<file path="src/rtl/input_conditioner_pkg.sv">
// input_conditioner_pkg: button indices, repeat FSM states and default timing for the input conditioner
package input_conditioner_pkg;
  localparam int CLK_HZ = 25_000_000;
  localparam int BTN_LEFT = 0;
  localparam int BTN_RIGHT = 1;
  localparam int BTN_SHOOT = 2;
  localparam int DEF_DEBOUNCE_CYCLES = CLK_HZ / 100;
  localparam int DEF_REPEAT_DELAY = CLK_HZ / 4;
  localparam int DEF_REPEAT_PERIOD = CLK_HZ / 10;
  typedef enum logic [1:0] {IDLE, DELAY, REPEAT} rpt_state_t;
  function automatic int max2(input int a, input int b);
    return a > b ? a : b;
  endfunction
endpackage

</file>
<file path="src/rtl/button_conditioner.sv">
// button_conditioner: one button's synchroniser, debounce, press strobe and auto-repeat FSM
module button_conditioner
  import input_conditioner_pkg::*;
#(
  parameter int DEBOUNCE_CYCLES = DEF_DEBOUNCE_CYCLES,
  parameter int REPEAT_DELAY = DEF_REPEAT_DELAY,
  parameter int REPEAT_PERIOD = DEF_REPEAT_PERIOD,
  parameter bit REPEAT_EN = 1'b1,
  parameter bit ACTIVE_HIGH = 1'b1
) (
  input  logic clk,
  input  logic rst_n,
  input  logic pin,
  output logic level,
  output logic strobe
);
  localparam int DW = $clog2(DEBOUNCE_CYCLES);
  localparam int RW = $clog2(max2(REPEAT_DELAY, REPEAT_PERIOD));
  logic [1:0] sync;
  logic [DW-1:0] db_cnt;
  logic [RW-1:0] rpt_cnt, rpt_cnt_nx, term;
  rpt_state_t state, state_nx;
  logic s, flip, rise, fall, rpt_stb;
  assign s = sync[1];
  assign flip = (s != level) && (db_cnt == DW'(DEBOUNCE_CYCLES - 1));
  assign rise = flip && !level;
  assign fall = flip && level;
  assign term = state == DELAY ? RW'(REPEAT_DELAY - 1) : RW'(REPEAT_PERIOD - 1);
  always_ff @(posedge clk) begin
    if (!rst_n) begin
      sync <= '0;
      db_cnt <= '0;
      level <= 1'b0;
      strobe <= 1'b0;
      state <= IDLE;
      rpt_cnt <= '0;
    end else begin
      sync <= {sync[0], ACTIVE_HIGH ? pin : !pin};
      db_cnt <= (s == level || flip) ? '0 : db_cnt + 1'b1;
      level <= level ^ flip;
      strobe <= rise || rpt_stb;
      state <= state_nx;
      rpt_cnt <= rpt_cnt_nx;
    end
  end
  // a falling level beats a coinciding terminal count
  always_comb begin
    state_nx = state;
    rpt_cnt_nx = rpt_cnt + 1'b1;
    rpt_stb = 1'b0;
    if (!REPEAT_EN || fall) begin
      state_nx = IDLE;
      rpt_cnt_nx = '0;
    end else if (state == IDLE) begin
      state_nx = rise ? DELAY : IDLE;
      rpt_cnt_nx = '0;
    end else if (rpt_cnt == term) begin
      rpt_stb = 1'b1;
      state_nx = REPEAT;
      rpt_cnt_nx = '0;
    end
  end
endmodule

</file>
<file path="src/rtl/input_conditioner.sv">
// input_conditioner: synchronises, debounces and strobes the raw left/right/shoot buttons
module input_conditioner
  import input_conditioner_pkg::*;
#(
  parameter int N_BUTTONS = 3,
  parameter int DEBOUNCE_CYCLES = DEF_DEBOUNCE_CYCLES,
  parameter int REPEAT_DELAY = DEF_REPEAT_DELAY,
  parameter int REPEAT_PERIOD = DEF_REPEAT_PERIOD,
  parameter logic [N_BUTTONS-1:0] REPEAT_MASK = 3'b011,
  parameter bit BUTTON_ACTIVE_HIGH = 1'b1
) (
  input  logic                 i_clk_25MHz,
  input  logic                 i_reset,
  input  logic [N_BUTTONS-1:0] i_buttons,
  output logic [N_BUTTONS-1:0] o_level,
  output logic [N_BUTTONS-1:0] o_strobe
);
  for (genvar b = 0; b < N_BUTTONS; b++) begin : g_btn
    button_conditioner #(
      .DEBOUNCE_CYCLES(DEBOUNCE_CYCLES),
      .REPEAT_DELAY(REPEAT_DELAY),
      .REPEAT_PERIOD(REPEAT_PERIOD),
      .REPEAT_EN(REPEAT_MASK[b]),
      .ACTIVE_HIGH(BUTTON_ACTIVE_HIGH)
    ) u_btn (
      .clk(i_clk_25MHz),
      .rst_n(i_reset),
      .pin(i_buttons[b]),
      .level(o_level[b]),
      .strobe(o_strobe[b])
    );
  end
endmodule
</file>
<file path="config.mk">
export PLATFORM = sky130hd
export DESIGN_NAME = input_conditioner
export DESIGN_NICKNAME = d
export VERILOG_FILES = /design/src/rtl/input_conditioner_pkg.sv /design/src/rtl/button_conditioner.sv /design/src/rtl/input_conditioner.sv
export SDC_FILE = /design/constraint.sdc
export NUM_CORES = 1
export LEC_CHECK = 0
export ABC_CLOCK_PERIOD_IN_PS = 2050
export CORE_ASPECT_RATIO = 0.8
export CORE_MARGIN = 2
export CORE_UTILIZATION = 42
export CTS_CLUSTER_DIAMETER = 120
export CTS_CLUSTER_SIZE = 40
export DETAILED_ROUTE_END_ITERATION = 12
export SETUP_SLACK_MARGIN = 0.15
export SLEW_MARGIN = 15
export SYNTH_ARGS = -nofsm -noshare
export SYNTH_HDL_FRONTEND = slang
export SYNTH_SLANG_ARGS = --single-unit
</file>
<file path="constraint.sdc">
create_clock -name i_clk_25MHz -period 2.05 [get_ports i_clk_25MHz]
set_input_delay 0.205 -clock i_clk_25MHz [delete_from_list [all_inputs] [get_ports i_clk_25MHz]]
set_output_delay 0.205 -clock i_clk_25MHz [all_outputs]
set_load 0.05 [all_outputs]
</file>
## Word level (Yosys, flattened, before mapping)

Index checks and enable logic that the tools add are counted.

| storage, ports and cells | value |
|---|---|
| input port bits | 5 |
| latch bits | 0 |
| memories | 0 |
| bits in read-only memories | 0 |
| register bits | 116 |
| memory bits (writable) | 0 |
| logic and storage cells | 79 |

| cells by class | value |
|---|---|
| magnitude comparators | 0 |
| reductions and logical operators | 27 |
| muxes and demuxes | 14 |
| eq/ne operators | 13 |
| multipliers | 0 |
| bitwise logic cells | 4 |
| add/sub/neg operators | 5 |
| div/mod/pow operators | 0 |
| shifts and indexed selects | 0 |

Operator list:

| cell | count |
|---|---|
| $add 18x1->18 const B | 3 |
| $eq 18x18->1 const B | 3 |
| $add 23x1->23 const B | 2 |
| $eq 23x23->1 | 2 |
| $mux 23 | 2 |
| $reduce_or 2->1 | 5 |
| $logic_and 1x1->1 | 8 |
| $mux 1 | 8 |
| $mux 2 | 4 |
| $reduce_or 4->1 | 2 |
| $logic_or 1x1->1 | 5 |
| $eq 2x1->1 const B | 2 |
| $logic_not 2->1 | 2 |
| $reduce_bool 2->1 | 2 |
| $eq 1x1->1 | 3 |
| $logic_not 1->1 | 3 |
| $ne 1x1->1 | 3 |
| $xor 1x1->1 | 3 |
| $not 1->1 | 1 |

## Longest topological paths before layout

Gate-level depths: netlist (run 1).

| logic depth | value |
|---|---|
| word-level depth | 7 |
| depth in mapped cells | 8 |
| depth with buffers taken out | 6 |

## By module

From an unflattened synthesis (run 1), not the netlist that was laid out.

| second synthesis, totals | value |
|---|---|
| cells, all modules | 579 |
| area total of the unflattened synthesis | 5,230.0 um^2 |

By module, submodules not included:

| module | area each (um^2) | seq. area each (um^2) | times used | cells an instance |
|---|---|---|---|---|
| button_conditioner at g_btn[0].u_btn ... | 2,107.0 | 940.9 | 2 | 235 |
| button_conditioner at g_btn[2].u_btn | 1,016.0 | 440.4 | 1 | 109 |

## Worst setup path before layout (run 1)

Ideal clock, no wire load.

| timing | value |
|---|---|
| path kind | register to register |
| start point | register g_btn[1].u_btn.rpt_cnt[13] |
| end point | register g_btn[1].u_btn.rpt_cnt[18] |
| setup slack | 87 ps |
| stages on the path, launching flop included | 8 |
| clock period less this slack | 1,963 ps |
| data required time | 1,935 ps |
| arrival time | 1,849 ps |
| path through | dfxtp_1 nand4bb_1 or4_4 a2111oi_4 or3b_1 buf_4 buf_6 nor2_1 |

| between the ends | value |
|---|---|
| word-level cells in the longest chain between the ends | 2 |

RTL lines:

| element | RTL line | text |
|---|---|---|
| start: declaration | button_conditioner.sv:21 | `logic [RW-1:0] rpt_cnt, rpt_cnt_nx, term;` |
| start signal: assignment | button_conditioner.sv:43 | `rpt_cnt <= rpt_cnt_nx;` |
| branches (longest 2 deep; another with $add 23x1->23) | -- |  |

Several ways; the timed one is not identified.
A chain may end at the register's enable or synchronous reset.

## Final worst setup path (run 1)

| timing | value |
|---|---|
| start point | register g_btn[1].u_btn.rpt_cnt[21] |
| end point | register g_btn[1].u_btn.rpt_cnt[13] |

| between the ends | value |
|---|---|
| word-level cells in the longest chain between the ends | 2 |

RTL lines:

| element | RTL line | text |
|---|---|---|
| $eq 23x23->1 | button_conditioner.sv:57 | `end else if (rpt_cnt == term) begin` |
| $reduce_or 4->1 (no line) | -- |  |

No other way between the ends.

==> summary.md, run 1 <==
| Metric | Value |
|---|---|
| Total CTS buffers | `17` |
| Outcome | `completed` |
| Antenna diodes | `0` |
| Register area share after synthesis | `45.4%` |
| GRT met3 Usage | `5.29%` |
| Layout cells sized above 1 | `15.2%` |
| Crit path largest cell delay | `0.50 ns` |
| Vias in the first global route | `3,831` |
| Critical Path AT | `2.21 ns` |
| Main synth FF type | `dfxtp_1` |
| Die Area | `13,100 um2` |
| Area leader, netlist | `dfxtp_1` |
| Grt met2 use | `25.7%` |
| Cell with the most instances after synthesis | `nor2_1` |
| Initial DRC count | `186` |
| Top post-synthesis cells by area | `dfxtp_1 (45%), xnor2_1 (9.4%), nor2_1 (9.2%), xor2_1 (5.7%), nand4_1 (3.3%)` |
| Final WS setup | `0.128 ns` |
| Multi-input gate area | `2760 um2` |
| Clock Path Buffers | `2` |
| Antenna violations before repair | `0` |
| P&R area growth vs syn | `25.0%` |
| Final min period | `1.92 ns` |
| First-pass GRT wire length | `16.8 mm` |
| Critical path's slowest cell | `or4_4` |
| Hold path cells | `2` |
| Average size of a mapped cell | `8.73 um2` |
| Max Fclk | `0.520 GHz` |
| Max_cap viols | `0` |
| Worst-Margin Slew | `0.537 ns` |
| Total Routing Usage GR | `16.0%` |
| Vias per Instance | `5.07` |
| Max Slew Vio Count | `0` |
| Worst-Skew Late Latency | `0.41 ns` |
| Root buffer cell | `clkbuf_16` |
| Ys async rst share | `0%` |
| Synthesized flop and latch total | `116` |
| ANT nets after route | `0` |
| RSZ-0062 raised after global routing | `yes` |
| CTS HTree Levels | `4` |
| Sink Count | `116` |
| Synth cell types | `46` |
| Crit share post-route | `93.7%` |
| Input/output buffers | `10` |
| Fill count | `1,055` |
| Final setup fails | `0` |
| TNS Setup | `0 ns` |
| Final GP Congestion | `0.818` |
| Pre-antenna DRT Iters | `4` |
| Drt total wl | `10.2 mm` |
| Drt drc | `0` |
| Leakage power | `2.05 nW` |
| Fin. Hold Viols | `0` |
| Crit path cell chain | `nand4bb_1 > or4_4 > a2111oi_4 > or3b_4 > clkbuf_16 > nor2_1` |
| Largest net degree at the start of global routing | `24` |
| Hold Crit Endpoint | `g_btn[2].u_btn.sync[0]` |
| Pre-CTS setup slack | `-0.0158 ns` |
| Initial core utilization | `42.5%` |
| Die width | `127 um` |
| Total congestion overflow | `0` |
| Total power | `5.47 mW` |
| Setup Skew | `0.00873 ns` |
| R2R Path End | `g_btn[1].u_btn.rpt_cnt[13]` |
| Syn_nets | `596` |
| Reg2Reg Launch Point | `g_btn[1].u_btn.rpt_cnt[21]` |
| Nets | `637` |
| Setup CP Type | `flop to flop` |
| CP bufs+invs | `1` |
| GR peak layer | `met2` |
| EDFF count, synth | `0` |
| Drt wl/cell | `12.9 um` |
| CTS tree | `yes` |
| Critical Path End Type | `flop` |
| R2R cell count | `6` |
| Clock transition time at the flip-flop clock pins of the worst setup and hold paths | `0.05 ns` |
| FF/Latch Area | `2340 um2` |
| PwrDens | `855 nW/um2` |
| Final HPWL DP | `6.53 mm` |
| Worst setup SP type | `flop` |
| Io pins | `11` |
| Post-synthesis instance total | `586` |
| Vias | `4,018` |
| Chip height | `103 um` |
| Post-Syn Area | `5110 um2` |
| WP data required | `2.34 ns` |
| Core Area | `12,000 um2` |
| R2R Setup Slk | `0.13 ns` |
| Relative slew slack | `64.1%` |
| Met1 Usage GRT | `20.1%` |
| HP Class | `primary input to flop` |
| Critical Path Fanout Max | `6` |
| Synth warnings | `0` |
| Cell Rows | `36` |
| Yosys top cell area share | `45.4%` |
| Peak VDD IR | `0.000544 V` |
| CP top delay family | `simple AND/OR/NAND/NOR gates` |
| Hold_sp | `i_buttons[2]` |
| Post-synth top cells | `nor2_1 (126), dfxtp_1 (116), xnor2_1 (55)` |
-- what timing repair did --
item	in CTS	in global routing
gates resized for setup	14	24
pin swaps	1	12
setup endpoints to repair	68	70
hold buffers	0	0
setup buffers	1	4
gates cloned	0	5
-- worst register-to-register path, cell delays in order, from the launching register on --
cell	delay, ns
dfxtp_4	0.34
nand4bb_1	0.18
or4_4	0.50
a2111oi_4	0.33
or3b_4	0.25
clkbuf_16	0.16
nor2_1	0.04
-- worst max-delay path by stage --
stage	from	to	slack (ns)	cells past startpoint
detailed placement	g_btn[0].u_btn.state[0]	g_btn[0].u_btn.rpt_cnt[10]	-0.02	7
global placement	g_btn[0].u_btn.state[0]	g_btn[0].u_btn.rpt_cnt[10]	-0.008	7
CTS	g_btn[1].u_btn.rpt_cnt[21]	g_btn[1].u_btn.rpt_cnt[19]	0.12	6
global route	g_btn[1].u_btn.db_cnt[13]	g_btn[1].u_btn.rpt_cnt[12]	0.04	7
finish	g_btn[1].u_btn.rpt_cnt[21]	g_btn[1].u_btn.rpt_cnt[13]	0.13	6
floorplan	g_btn[1].u_btn.state[1]	g_btn[1].u_btn.rpt_cnt[13]	0.15	7
-- per-stage QoR --
| stage | cell area, um2 | util (%) | std cells | hold slack, ns |
|---|---|---|---|---|
| after floorplan | 5120 | - | 586 | 0.332 |
| after global placement | 5470 | 45.5 | 750 | 0.415 |
| final | 6390 | 53.2 | 792 | 0.380 |
| after detailed placement | 5470 | 45.5 | 750 | 0.430 |
| after global routing | 6390 | 53.2 | 792 | 0.385 |
| after CTS | 6170 | 51.3 | 783 | 0.366 |
-- logic make-up (layout without fill, tap and decap cells) --
group,Yosys count,in the layout,share of synthesized area [%]
adder cells (fa/ha/maj),5,5,1.22
AND/OR/NAND/NOR,310,311,30.3
buffers and inverters,38,91,3.82
AO/OA/AOI/OAI,26,26,3.57
flip-flops,116,116,45.4
XOR/XNOR,88,88,15.1
multiplexers,3,3,0.587
-- state kept, by name (all words and copies together) (netlist names), named ones only --
register	count
g_btn.u_btn.rpt_cnt	46
g_btn.u_btn.sync	6
g_btn.u_btn.state	4
g_btn.u_btn.strobe	3
g_btn.u_btn.db_cnt	54
-- layout make-up --
type	count	share of cell area (%)
clock inverters	11	2.70
repair buffers	39	6.01
inverters	20	1.17
flip-flops and latches	116	36.6
clock buffers	21	7.36
well taps	152	2.97
multi-input cells	433	43.1
-- per-layer routing --
metal	up-vias	part of all wire, %
li1	2068	-
met1	1885	50
met2	50	46
met3	15	3.1
met4	0	1.7
met5	-	0
-- cell usage in the layout, fill, tap and decap left out, drive strengths merged, types with 5 or more instances in the layout --
cell type,n
nor2,126
dfxtp,116
xnor2,55
nand2,34
xor2,33
nand3,32
nand4,27
buf,27
clkbuf,23
inv,22
nor3,17
and3,13
and2,10
a21oi,10
clkdlybuf4s50,9
nor4b,8
or3,7
o21ai,6
nor2b,5
nor4,5
ha,5
-- where the power goes --
group          leakage (nW)  switching, mW  internal [mW]
registers             0.942        0.00561           2.26
clock network         0.314           1.02           2.14
logic                 0.796         0.0232         0.0203
Note: power is estimated with default switching activity, not from simulation.
==> inputs of run 2 (changes only) <==
--- a/config.mk
+++ b/config.mk
@@ -13,7 +13,6 @@
 export CTS_CLUSTER_SIZE = 40
 export DETAILED_ROUTE_END_ITERATION = 12
 export SETUP_SLACK_MARGIN = 0.15
-export SLEW_MARGIN = 15
 export SYNTH_ARGS = -nofsm -noshare
 export SYNTH_HDL_FRONTEND = slang
 export SYNTH_SLANG_ARGS = --single-unit
==> results of run 2 <==
Same layout as run 1: the final DEF is identical, and so are final timing and power.
==> inputs of run 3 (changes only) <==
--- a/config.mk
+++ b/config.mk
@@ -12,6 +12,7 @@
 export CTS_CLUSTER_DIAMETER = 120
 export CTS_CLUSTER_SIZE = 40
 export DETAILED_ROUTE_END_ITERATION = 12
+export REMOVE_ABC_BUFFERS = 1
 export SETUP_SLACK_MARGIN = 0.15
 export SYNTH_ARGS = -nofsm -noshare
 export SYNTH_HDL_FRONTEND = slang
==> run 3 against run 2 <==
  * Design area grew 4.2%
  * Final cell count increased by 0.51%
  * Hold slack worse by 0.0079 ns
  * Sequential power barely moved
  * Critical path type unchanged
  * Critical endpoint is now g_btn[1].u_btn.rpt_cnt[20]
  * Highest routed layer unchanged
==> summary.md, run 3 (synthesized netlist as in run 1, its figures left out) <==
| Metric | Value |
|---|---|
| Vias in the first global route | `3,740` |
| Fill count | `1,051` |
| Crit path cell chain | `nand2b_4 > or4_4 > a2111oi_4 > or3b_4 > clkbuf_16 > nor2_1` |
| PwrDens | `828 nW/um2` |
| Setup CP Type | `flop to flop` |
| Initial core utilization | `42.5%` |
| Outcome | `completed` |
| Setup Skew | `0.00704 ns` |
| Total CTS buffers | `17` |
| CTS tree | `yes` |
| First-pass GRT wire length | `16.9 mm` |
| Part of the power in combinational logic | `0.8%` |
| CP top delay family | `simple AND/OR/NAND/NOR gates` |
| Vias per Instance | `5.10` |
| Leakage power | `2.09 nW` |
| Die width | `127 um` |
| Drt wl/cell | `13.2 um` |
| Total power | `5.52 mW` |
| Top flop regs | `g_btn.u_btn.db_cnt x54, g_btn.u_btn.rpt_cnt x46, g_btn.u_btn.sync x6` |
| ANT nets after route | `0` |
| Root buffer cell | `clkbuf_16` |
| Relative slew slack | `66.9%` |
| Crit share post-route | `93.7%` |
| P&R area growth vs syn | `30.3%` |
| CTS HTree Levels | `4` |
| WP data required | `2.35 ns` |
| Crit path largest cell delay | `0.54 ns` |
| Pre-CTS setup slack | `0.0123 ns` |
| Worst-Margin Slew | `0.494 ns` |
| Max reg flops | `54` |
| Most frequent cells in the layout | `dfxtp_1 (102), nor2_1 (94), xnor2_1 (55)` |
| Final min period | `1.92 ns` |
| Critical Path AT | `2.22 ns` |
| Chip height | `103 um` |
| Final GP Congestion | `0.812` |
| Sequential power share | `41.1%` |
| Largest register by flop count | `g_btn.u_btn.db_cnt` |
| Vias | `4,056` |
| Final WS setup | `0.129 ns` |
| Design area | `6670 um2` |
| Critical path depth in cells | `6` |
| Pre-antenna DRT Iters | `4` |
| Drt total wl | `10.5 mm` |
| Min Hold Slack | `0.373 ns` |
| RSZ-0062 raised after global routing | `yes` |
| Drt drc | `0` |
| Antenna diodes | `0` |
| Initial DRC count | `212` |
| Cell internal pwr | `4.49 mW` |
| Max Slew Vio Count | `0` |
| Clock group share of total power | `58.1%` |
| Hold path cells | `2` |
| Input/output buffers | `10` |
| Max Fclk | `0.521 GHz` |
| Layout cells sized above 1 | `21.6%` |
| Final HPWL DP | `6.62 mm` |
| Max_cap viols | `0` |
| Worst setup SP type | `flop` |
| Clock transition time at the flip-flop clock pins of the worst setup and hold paths | `0.05 ns` |
| Final setup fails | `0` |
| Nets | `641` |
| Sink Count | `116` |
| Cell Rows | `36` |
| Switching Fraction | `18.6%` |
| Peak VDD IR | `0.000539 V` |
| Total Routing Usage GR | `16.2%` |
| R2R cell count | `6` |
| Die Area | `13,100 um2` |
| Fin. Hold Viols | `0` |
| Total congestion overflow | `0` |
| Critical Path End Type | `flop` |
| Net Sw Power | `1.02 mW` |
| Antenna violations before repair | `0` |
| Critical Path Fanout Max | `11` |
| Commonest non-fill, non-tap cell in the layout | `dfxtp_1` |
| HP Class | `primary input to flop` |
| Io pins | `11` |
| Placed Area | `5500 um2` |
| Clock Path Buffers | `2` |
| CP bufs+invs | `1` |
| Core Area | `12,000 um2` |
| Worst-Skew Late Latency | `0.42 ns` |
| Largest net degree at the start of global routing | `24` |
| Critical path's slowest cell | `or4_4` |
run 3: power by group through the flow:
stage | clock network, mW | registers (mW) | logic [mW]
2_1_floorplan | 0 | 2.31 | 0.0164
3_3_place_gp | 0 | 2.32 | 0.0403
3_5_place_dp | 0 | 2.32 | 0.0410
4_1_cts | 3.30 | 2.27 | 0.0427
5_1_grt | 3.37 | 2.27 | 0.0475
6_report | 3.21 | 2.27 | 0.0433
run 3: per-stage QoR:
| stage | std cells | TNS [ns] | util [%] |
|---|---|---|---|
| after floorplan | 568 | -1.84 | - |
| after global placement | 754 | 0 | 45.8 |
| after detailed placement | 754 | 0 | 45.8 |
| after CTS | 786 | 0 | 51.6 |
| after global routing | 796 | 0 | 55.4 |
| final | 796 | 0 | 55.4 |
run 3: worst paths after layout:
path / from / end / slack (ns)
setup / recovery: g_btn[1].u_btn.state[1] / g_btn[1].u_btn.rpt_cnt[20] / 0.13
hold / removal: i_buttons[0] / g_btn[0].u_btn.sync[0] / 0.37
setup reg to reg: g_btn[1].u_btn.state[1] / g_btn[1].u_btn.rpt_cnt[20] / 0.13
hold reg to reg: g_btn[1].u_btn.sync[0] / g_btn[1].u_btn.sync[1] / 0.44
run 3: per-layer routing:
| layer | GRT usage, % | wire length (um) | up-vias |
|---|---|---|---|
| li1 | - | - | 2075 |
| met1 | 20.8 | 5080 | 1918 |
| met2 | 25.1 | 4940 | 41 |
| met3 | 4.72 | 302 | 22 |
| met4 | 8.28 | 204 | 0 |
| met5 | 0 | 0 | - |
run 3: final cells by class:
class	count	area, um2	area share, %
Multi-Input combinational cell	432	2950	44.2
Clock inverter	10	178	2.67
Tap cell	152	190	2.85
Inverter	20	75.1	1.13
Timing Repair Buffer	44	469	7.04
Clock buffer	22	464	6.96
Sequential cell	116	2340	35.2
run 3: what timing repair did:
action,in CTS,in global routing
endpoints found under the setup margin,67,66
gates resized for setup,14,86
endpoints found under the hold margin,0,0
pin swaps,5,35
hold buffers,0,0
gates cloned,0,5
buffers inserted,0,5
==> RTL change 1, RTL diff (settings of run 3) <==
The package constant `CLK_HZ` goes from 25_000_000 to 6_250_000.
--- a/src/rtl/input_conditioner_pkg.sv
+++ b/src/rtl/input_conditioner_pkg.sv
@@ -1,6 +1,6 @@
 // input_conditioner_pkg: button indices, repeat FSM states and default timing for the input conditioner
 package input_conditioner_pkg;
-  localparam int CLK_HZ = 25_000_000;
+  localparam int CLK_HZ = 6_250_000;
   localparam int BTN_LEFT = 0;
   localparam int BTN_RIGHT = 1;
   localparam int BTN_SHOOT = 2;
Function: same outputs for any inputs over 10 cycles, from zero or initial values and one cycle with i_reset low; that may be too few to reach the edited logic, so the function may still have changed.
==> RTL change 1 against run 3 <==
- sequential cell count decreased by 10
- maximum frequency decreased by 5.8%
- wire length decreased by 14%
- total power decreased by 30%
- final area decreased by 16%
- non-clock buffer count unchanged
- synthesized area decreased by 8.3%
- die area decreased by 8.0%
- setup slack got worse by 0.12 ns
- critical endpoint is now g_btn[1].u_btn.rpt_cnt[16]
- highest routed layer unchanged
==> RTL change 1: results <==
cts:
  cts.htree.levels: 3
  cts_setup_buffers: 2
  insertion_delay_ns: 0.35
  path_clk_slew_ns: 0.07
  cts_inserted_buffers: 9
  post_cts_resized: 6
layout:
  clkbuf_count: 12
  fillers: 1057
  nMultiInputCombCells: 393
  final_cell_count_no_fill: 720
  register_area_sq_um: 2120
  syn2layout_area_growth_pct: 19.0
  design.seq.count: 106
  nets: 581
  signal_buffers: 44
  multi_input_area_sq_um: 2510
  layout-drive-gt1-share: 0.137
  top_regs: "g_btn.u_btn.db_cnt (48), g_btn.u_btn.rpt_cnt (42), g_btn.u_btn.sync (6)"
  clockNetworkAreaShare: 0.0533
drt:
  num_vias: 3592
  wl_per_cell_um: 12.5
  drtIter0Drc: 141
worst_hold_path:
  min_from: "g_btn[0].u_btn.sync[0]"
  hold_path_class: "reg -> reg"
  min_path_cells: 1
synthesis:
  synthAdderAreaFrac: 0.0133
  synth_compound_area_frac: 0.0357
  ys_top_cells_by_area: "dfxtp_1, nor2_1, xor2_1"
  synth_top_flop_cell: "dfxtp_1"
  synth_common_cells: "nor2_1, dfxtp_1, xor2_1, xnor2_1, nand3_1"
  synthCells: 531
  synth-xor-area-share: 0.149
outcome:
  outcome: "finished, final reports clean"
worst_setup_path:
  crit_arrival_ns: 2.28
  worstSetupEndpoint: "g_btn[1].u_btn.rpt_cnt[16]"
  ff2ff_setup_slack_ns: 0.01
  worst-path-max-fanout: 5
  cp-startpoint: "g_btn[1].u_btn.rpt_cnt[11]"
sta:
  final.setup_skew_ns: 0.00662
  period_needed_ns: 2.04
  slew_headroom: 0.646
  holdWs_ns: 0.429
placement:
  dp.cells: 697
  gp_congestion: 0.797
  dp_slack_ns: 0.00209
  hpwl_um: 5960
power_and_ir_drop:
  intPower_mw: 3.07
  ir_worst_vdd_mv: 0.387
  power_frac_comb: 0.010
  power_density_nw_per_um2: 687
  p_leak_nw: 1.81
  power.share.clock: 0.450
floorplanning:
  die_x_um: 122
global_routing:
  grt_pass1_wl_um: 15300
  grt_antenna_before_repair: 0
  grt_max_degree: 22
RTL change 1: cell types whose count changed in the layout (fill, tap and decap cells not counted), sizes merged, moves of 8 or more:
cell    before  now
nor2       126  110
xnor2       55   39
clkbuf      26   14
dfxtp      116  106
nand4       27   18
xor2        33   41
RTL change 1: cell families after synthesis:
family	after synthesis
flops	106
simple gates	280
compound gates	23
xor+xnor	80
buf+inv	34
mux	3
fa+ha+maj	5
RTL change 1: metal layers:
layer	vias up	share of wire	routed length (um)	track usage
met5	-	0	0	0
met4	0	0.011	95	0.0575
met3	9	0.032	286	0.0440
met2	31	0.46	4110	0.243
met1	1684	0.50	4520	0.215
li1	1868	-	-	-
RTL change 1: worst max-delay path, cell delays in order (launching register included):
cell and delay (ns):
dfxtp_1 0.31, or4bb_1 0.50, or4_4 0.45, a211oi_2 0.24
or3_4 0.23, clkbuf_16 0.17, nor2_2 0.04
==> RTL change 2, RTL diff (flow settings as in run 3) <==
Made on the original files. Reset style: asynchronous (`rst_n`), changed in one clocked block.
--- a/src/rtl/button_conditioner.sv
+++ b/src/rtl/button_conditioner.sv
@@ -26,7 +26,7 @@
   assign rise = flip && !level;
   assign fall = flip && level;
   assign term = state == DELAY ? RW'(REPEAT_DELAY - 1) : RW'(REPEAT_PERIOD - 1);
-  always_ff @(posedge clk) begin
+  always_ff @(posedge clk or negedge rst_n) begin
     if (!rst_n) begin
       sync <= '0;
       db_cnt <= '0;
Function: no difference found for any inputs over 10 cycles, from zero or initial values and one cycle with i_reset low; that may be too few to reach the edited logic, so the function may still have changed.
==> RTL change 2 against run 3 <==
- the run now ends with negative setup slack left
- final cell count rose by 5.0%
- setup slack got worse by 0.39 ns
- wire length rose by 14%
- final area rose by 11%
- sequential cell count did not move
- synthesized area rose by 10%
- first-iteration DRC count fell by 8.0%
Power is not compared: it rests on default switching activity, and its combinational part moved more than twofold at a synthesized area within 25%.
==> RTL change 2: results <==
synthesis:
  synthCells: 572
  ys_top_cells_by_area: "dfrtp_1, nor2_1, xor2_1"
  yosysUniqueCellTypes: 47
  synth-xor-area-share: 0.145
  synthAdderAreaFrac: 0.0111
  synth_mux_area_frac: 0.00200
  ys_async_sr_fraction: 1.00
worst_setup_path:
  crit_arrival_ns: 2.63
  worst_path_largest_cell_delay_ns: 0.52
  worst-path-max-fanout: 3
  worstRegToRegCells: 5
  crit-reg2reg-launch: "g_btn[0].u_btn.rpt_cnt[7]"
  worst-path-buf-inv: 0
  critPathSlowestCell: "or4bb_1"
sta:
  holdWs_ns: 0.241
  finalSetupTns_ns: -4.68
  final-setup-viol-count: 47
  setup_ws_ns: -0.258
  final.setup_skew_ns: 0.00995
drt:
  routed_via_density: 5.12
  drtIter0Drc: 195
  wl_per_cell_um: 14.3
global_routing:
  grt_pass1_wl_um: 20400
  grt_usage: 0.179
  first_global_vias: 4289
layout:
  layout-drive-gt1-share: 0.224
  final_cell_count_no_fill: 836
  nets: 660
  fillers: 1122
placement:
  dp_slack_ns: -0.362
  placed_area_sq_um: 6290
  hpwl_um: 7500
  gp_congestion: 0.789
cts:
  cts_setup_buffers: 7
  insertion_delay_ns: 0.40
  hold_buffers: 1
power_and_ir_drop:
  total_power_mw: 5.31
worst_hold_path:
  hold_end: "g_btn[2].u_btn.sync[0]"
  min_from: "i_buttons[2]"
  min_path_cells: 1
outcome:
  outcome: "finished with violations"
  failed_checks: "negative setup slack"
[RTL change 2: cell count changes after synthesis, sizes merged, moves of 8 or more]
cell | before | now
dfrtp | 0 | 116
dfxtp | 116 | 0
xor2 | 33 | 51
xnor2 | 55 | 42
and2 | 10 | 1
nand2 | 34 | 43
inv | 20 | 12
[RTL change 2: area by class of cell]
cell class,count,area (sq um),area share
Multi-Input combinational cell,428,2930,0.395
Sequential cell,116,2900,0.392
Timing Repair Buffer,75,732,0.0988
Clock buffer,27,543,0.0733
Tap cell,175,219,0.0296
Inverter,12,45.0,0.00608
Clock inverter,3,40.0,0.00541
[RTL change 2: metal layers]
| layer | track usage | wire length, um | share of wire |
|---|---|---|---|
| met4 | 0.0745 | 99 | 0.0083 |
| met1 | 0.242 | 5860 | 0.49 |
| met5 | 0 | 0 | 0 |
| met2 | 0.279 | 5680 | 0.47 |
| met3 | 0.0410 | 316 | 0.026 |
